==> src/rtl/dataflow_start_ctrl_if.sv <==
// Start/ready/done handshake bundle between an HLS dataflow region controller
// and its environment (top-level ap_* handshake plus per-process signals).
interface dataflow_start_ctrl_if #(
  parameter int NPROC        = 2,
  parameter int MAX_INFLIGHT = 2
) ();
  localparam int IW = $clog2(MAX_INFLIGHT + 1);

  logic             ap_start;
  logic             ap_ready;
  logic             ap_done;
  logic             ap_continue;
  logic             ap_idle;
  logic [NPROC-1:0] proc_start;
  logic [NPROC-1:0] proc_ready;
  logic [NPROC-1:0] proc_done;
  logic [NPROC-1:0] proc_idle;
  logic [NPROC-1:0] proc_continue;
  logic [NPROC-1:0] ready_count;
  logic [IW-1:0]    inflight;
  logic             err;
  logic             stall;

  // Environment side: issues starts/continues and reports process status.
  modport master (
    output ap_start, ap_continue, proc_ready, proc_done, proc_idle,
    input  ap_ready, ap_done, ap_idle, proc_start, proc_continue,
           ready_count, inflight, err, stall
  );

  // Controller side.
  modport slave (
    input  ap_start, ap_continue, proc_ready, proc_done, proc_idle,
    output ap_ready, ap_done, ap_idle, proc_start, proc_continue,
           ready_count, inflight, err, stall
  );
endinterface

==> src/rtl/dataflow_start_ctrl.sv <==
// Start/ready/done sequencer for an NPROC-process HLS dataflow region.
// Optional stall watchdog enabled by defining DF_STALL_WATCHDOG_EN.
module dataflow_start_ctrl #(
  parameter int NPROC        = 2,
  parameter int MAX_INFLIGHT = 2,
  parameter int STALL_LIMIT  = 1024
) (
  input logic                  clock,
  input logic                  reset,
  dataflow_start_ctrl_if.slave df
);
  localparam int IW = $clog2(MAX_INFLIGHT + 1);

  logic [NPROC-1:0] ready_count_q, ready_count_d;
  logic [NPROC-1:0] done_cnt_q, done_cnt_d;
  logic [IW-1:0]    inflight_q, inflight_d;
  logic             err_q, err_d;

  logic [NPROC-1:0] proc_start, eff_rdy, eff_done;
  logic             full, start_ok, ap_ready, ap_done, retire;

  always_comb begin
    full       = (inflight_q == IW'(MAX_INFLIGHT));
    start_ok   = df.ap_start & ~full;
    // A process that already accepted this iteration is not started again.
    proc_start = {NPROC{start_ok}} & ~ready_count_q;
    eff_rdy    = ready_count_q | (df.proc_ready & proc_start);
    ap_ready   = start_ok & (&eff_rdy);

    eff_done   = done_cnt_q | df.proc_done;
    ap_done    = &eff_done;
    retire     = ap_done & df.ap_continue;

    ready_count_d = ready_count_q;
    if (ap_ready)      ready_count_d = '0;
    else if (start_ok) ready_count_d = eff_rdy;

    done_cnt_d = retire ? '0 : eff_done;

    inflight_d = inflight_q;
    if (ap_ready && !retire)
      inflight_d = inflight_q + IW'(1);
    else if (retire && !ap_ready && (inflight_q != '0))
      inflight_d = inflight_q - IW'(1);

    // Retiring with nothing outstanding is a protocol violation; saturate at 0.
    err_d = err_q | (retire & (inflight_q == '0));
  end

  always_ff @(posedge clock or negedge reset) begin
    if (!reset) begin
      ready_count_q <= '0;
      done_cnt_q    <= '0;
      inflight_q    <= '0;
      err_q         <= 1'b0;
    end else begin
      ready_count_q <= ready_count_d;
      done_cnt_q    <= done_cnt_d;
      inflight_q    <= inflight_d;
      err_q         <= err_d;
    end
  end

  assign df.proc_start    = proc_start;
  assign df.ap_ready      = ap_ready;
  assign df.ap_done       = ap_done;
  assign df.proc_continue = {NPROC{retire}};
  assign df.ap_idle       = (inflight_q == '0) & ~df.ap_start & (&df.proc_idle);
  assign df.ready_count   = ready_count_q;
  assign df.inflight      = inflight_q;
  assign df.err           = err_q;

`ifdef DF_STALL_WATCHDOG_EN
  localparam int SW = $clog2(STALL_LIMIT + 1);

  logic [SW-1:0] wd_cnt_q, wd_cnt_d;
  logic          progress, active;

  always_comb begin
    progress = ap_ready | retire
             | (|(ready_count_d & ~ready_count_q))
             | (|(done_cnt_d & ~done_cnt_q));
    active   = df.ap_start | (inflight_q != '0);
    wd_cnt_d = wd_cnt_q;
    // An inactive region is not stalled, so the count restarts from zero.
    if (progress || !active)
      wd_cnt_d = '0;
    else if (wd_cnt_q != SW'(STALL_LIMIT))
      wd_cnt_d = wd_cnt_q + SW'(1);
  end

  always_ff @(posedge clock or negedge reset) begin
    if (!reset) wd_cnt_q <= '0;
    else        wd_cnt_q <= wd_cnt_d;
  end

  assign df.stall = (wd_cnt_q == SW'(STALL_LIMIT));
`else
  // No watchdog: a constant-false flag that still references the limit.
  assign df.stall = (STALL_LIMIT < 0);
`endif
endmodule
==> src/flat_wrapper.sv <==
// flat-port wrapper written by rule: the top's interface ports become plain ports
module dataflow_start_ctrl_flat 
#(
  parameter int NPROC        = 2,
  parameter int MAX_INFLIGHT = 2,
  parameter int STALL_LIMIT  = 1024
)
  (clock, reset, df_ap_start, df_ap_continue, df_proc_ready, df_proc_done, df_proc_idle, df_ap_ready, df_ap_done, df_ap_idle, df_proc_start, df_proc_continue, df_ready_count, df_inflight, df_err, df_stall);
  dataflow_start_ctrl_if #(.NPROC(NPROC), .MAX_INFLIGHT(MAX_INFLIGHT)) df_i ();
  input logic clock;
  input logic reset;
  input wire logic [$bits(df_i.ap_start)-1:0] df_ap_start;
  input wire logic [$bits(df_i.ap_continue)-1:0] df_ap_continue;
  input wire logic [$bits(df_i.proc_ready)-1:0] df_proc_ready;
  input wire logic [$bits(df_i.proc_done)-1:0] df_proc_done;
  input wire logic [$bits(df_i.proc_idle)-1:0] df_proc_idle;
  output wire logic [$bits(df_i.ap_ready)-1:0] df_ap_ready;
  output wire logic [$bits(df_i.ap_done)-1:0] df_ap_done;
  output wire logic [$bits(df_i.ap_idle)-1:0] df_ap_idle;
  output wire logic [$bits(df_i.proc_start)-1:0] df_proc_start;
  output wire logic [$bits(df_i.proc_continue)-1:0] df_proc_continue;
  output wire logic [$bits(df_i.ready_count)-1:0] df_ready_count;
  output wire logic [$bits(df_i.inflight)-1:0] df_inflight;
  output wire logic [$bits(df_i.err)-1:0] df_err;
  output wire logic [$bits(df_i.stall)-1:0] df_stall;
  assign df_i.ap_start = df_ap_start;
  assign df_i.ap_continue = df_ap_continue;
  assign df_i.proc_ready = df_proc_ready;
  assign df_i.proc_done = df_proc_done;
  assign df_i.proc_idle = df_proc_idle;
  assign df_ap_ready = df_i.ap_ready;
  assign df_ap_done = df_i.ap_done;
  assign df_ap_idle = df_i.ap_idle;
  assign df_proc_start = df_i.proc_start;
  assign df_proc_continue = df_i.proc_continue;
  assign df_ready_count = df_i.ready_count;
  assign df_inflight = df_i.inflight;
  assign df_err = df_i.err;
  assign df_stall = df_i.stall;
  dataflow_start_ctrl #(.NPROC(NPROC), .MAX_INFLIGHT(MAX_INFLIGHT), .STALL_LIMIT(STALL_LIMIT)) u_core (.clock(clock), .reset(reset), .df(df_i));
endmodule
==> config.mk <==
export PLATFORM = sky130hd
export DESIGN_NAME = dataflow_start_ctrl_flat
export DESIGN_NICKNAME = d
export VERILOG_FILES = /design/src/rtl/dataflow_start_ctrl_if.sv /design/src/rtl/dataflow_start_ctrl.sv /design/src/flat_wrapper.sv
export SDC_FILE = /design/constraint.sdc
export NUM_CORES = 1
export LEC_CHECK = 0
export ABC_AREA = 1
export BUFFER_PORTS_ARGS = -buffer_cell sky130_fd_sc_hd__buf_2
export CAP_MARGIN = 20
export CORE_MARGIN = 5
export CORE_UTILIZATION = 30
export CTS_CLUSTER_SIZE = 14
export DETAILED_ROUTE_END_ITERATION = 8
export SYNTH_ARGS = -nofsm -noshare
export SYNTH_HDL_FRONTEND = slang
export SYNTH_SLANG_ARGS = --single-unit
==> constraint.sdc <==
create_clock -name clock -period 1.43 [get_ports clock]
set_clock_uncertainty 0.05 [all_clocks]
set_input_delay 0.143 -clock clock [delete_from_list [all_inputs] [get_ports clock]]
set_output_delay 0.143 -clock clock [all_outputs]
set_load 0.1 [all_outputs]
==> flow_summary.toml <==
[clock_tree]
htree_num_levels = 1
cts_tree = "done"
cts_buffer_depth = 2
clk_pin_slew_ns = 0.05
cts_buffers = 3
clk_latency_ns = 0.24
clockRootBuffer = "clkbuf_4"
cts_sinks = 7

[cells_and_area]
layout_commonest_cell = "buf_2"
antenna-diode-count = 0
syn_to_final_growth_pct = 98.8
final_cell_mix = "buf_2 (12), buf_4 (10), buf_12 (7)"
layout-drive-gt1-share_pct = 66.3
nets = 97

[logic_synthesis]
synth.cell_area_sq_um = 410
synth_top_cell_by_area = "dfrtp_1"
synth_top_area_share_pct = 42.7
syn_inst = 53
ys_types = 16
ys_seq_elements = 7
yosysWarnings = 0
synth.avg_cell_area_sq_um = 7.74
synth_seq_area_share_pct = 42.7
synthTopCellsByArea = "dfrtp_1 (43%), nor2_1 (7.3%), inv_1 (6.4%), nand2_1 (6.4%), nor2_2 (6.1%)"
syn_nets = 63

[setup_path]
crit_start = "u_core.df.inflight[0]$_DFFE_PN0P_"
worstPathArrival_ns = 1.32
critPathLaunchType = "flop"
crit_cells = 5
cp_cell_sequence = "inv_4 > nand2_4 > nand4_1 > bufinv_8 > buf_12"
worstRegToRegCells = 8
max_stage_delay_ns = 0.50
crit_path_end_kind = "output port"
reg2reg_from = "u_core.df.inflight[1]$_DFFE_PN0P_"
rr_endpoint = "u_core.df.inflight[0]$_DFFE_PN0P_"
cp_slowest_cell = "dfrtp_4"
crit_required_ns = 1.24
critPathMaxFanout = 4
worstSetupPathType = "reg -> out"
cp-endpoint = "df_ap_ready"
path_buf_inv = 3
crit_family = "flip-flops"
rrSetupSlack_ns = 0.06

[grt]
grt_pass1_wl_um = 1770
antenna_found_initial = 0
gr-total-overflow = 0
track_usage_pct = 11.3
first_global_vias = 436
grt_max_degree = 8

[timing]
setup_viol = 2
fin_crit_ns = 1.51
setup_slack_ns = -0.0846
fin_crit_sh_pct = 106
maxSlewViolCount = 0
finalHoldViolations = 0
hold_ws_ns = 0.137
rsz0062_at_grt = "yes"
max_freq_mhz = 660

[detailed_routing]
routed_wl_um = 1080
antenna_left = 0
wl_per_cell_um = 10.7
drt_iter0_drc = 2
dr.pass1.iters = 2
drc = 0
viasPerCell = 4.39
vias = 443

[floorplanning]
core-area_sq_mm = 0.00130
start_util_pct = 31.5
die_h_um = 47.0
rows = 13
die_area_sq_mm = 0.00221
ios = 23
die_w_um = 47.0

[flow_run]
cap_viol_max_count = 0

[outcome]
violations = "setup timing"
status = "complete, but fails checks"

[placement]
dpl.hpwl_um = 815
gp_congestion = 0.824
io_buffers = 21

[hold_path]
hold_path.class = "in -> reg"
## cell families after synthesis
group	after synthesis	share of synthesized area [%]
AO/OA/AOI/OAI	3	4.27
buffers and inverters	12	13.7
AND/OR/NAND/NOR	30	38.4
other	1	0.914
flip-flops	7	42.7
## timing repair
item | 4_1_cts | 5_1_grt
hold endpoints to repair | 7 | 0
endpoints found under the setup margin | 6 | 9
hold buffers | 1 | 0
resized for setup | 3 | 5
buffers inserted | 7 | 3
pin swaps | 4 | 2
## state kept, by name, indices dropped and copies added (netlist names)
register and flops:
u_core.df.inflight 2, u_core.df.ready_count 2, u_core.done_cnt_q 2, u_core.df.err 1
## worst min path at each step
stage | from | end | cells after the start
after global placement | reset | u_core.done_cnt_q[1]$_DFF_PN0_ | 1
after global routing | df_proc_ready[1] | u_core.df.ready_count[1]$_DFFE_PN0P_ | 3
after floorplan | reset | u_core.df.err$_DFF_PN0_ | 0
final | df_proc_done[0] | u_core.done_cnt_q[0]$_DFF_PN0_ | 3
after detailed placement | reset | u_core.done_cnt_q[1]$_DFF_PN0_ | 1
after CTS | df_proc_done[0] | u_core.done_cnt_q[0]$_DFF_PN0_ | 3
## synth_stat cells, drive strengths merged
cell type	instances
a21oi	2
buf	3
conb	1
dfrtp	7
inv	9
nand2	9
nand3	5
nand4	2
nor2	12
nor3	2
o21bai	1
## per-stage QoR
step	setup TNS [ns]	instance area [sq um]	setup WS (ns)	cells	utilization [%]
floorplan	-0.716	480	-0.412	53	-
global placement	0	687	0.114	86	52.8
detailed placement	0	687	0.0841	86	52.8
CTS	-0.113	781	-0.0824	98	60.0
global route	-0.332	816	-0.129	101	62.7
finish	-0.121	816	-0.0846	101	62.7
## cell type report
class	instances	area, sq um
clock buffer	4	26.3
timing repair buffer	32	300
tap	15	18.8
sequential	7	190
multi-input combinational	34	230
fill	114	485
inverter	9	50.0
## routing by layer
metal  track usage [%]  up-vias  routed length (um)  share of wire [%]
li1                  -      229                   -                  -
met1              16.0      193                 496                 46
met2              16.5       21                 467                 43
met3              3.45        0                 116                 11
met5                 0        -                   0                  0
met4              3.31        0                   0                  0
## worst min-delay path, delay by kind of cell
family / cells / cell delay, ns
and+or+nand+nor: 2 / 0.16
buffers and inverters: 1 / 0.09
Power is not shown: default switching activity piles up to over one toggle a cycle in this logic, so the estimate is an artifact.
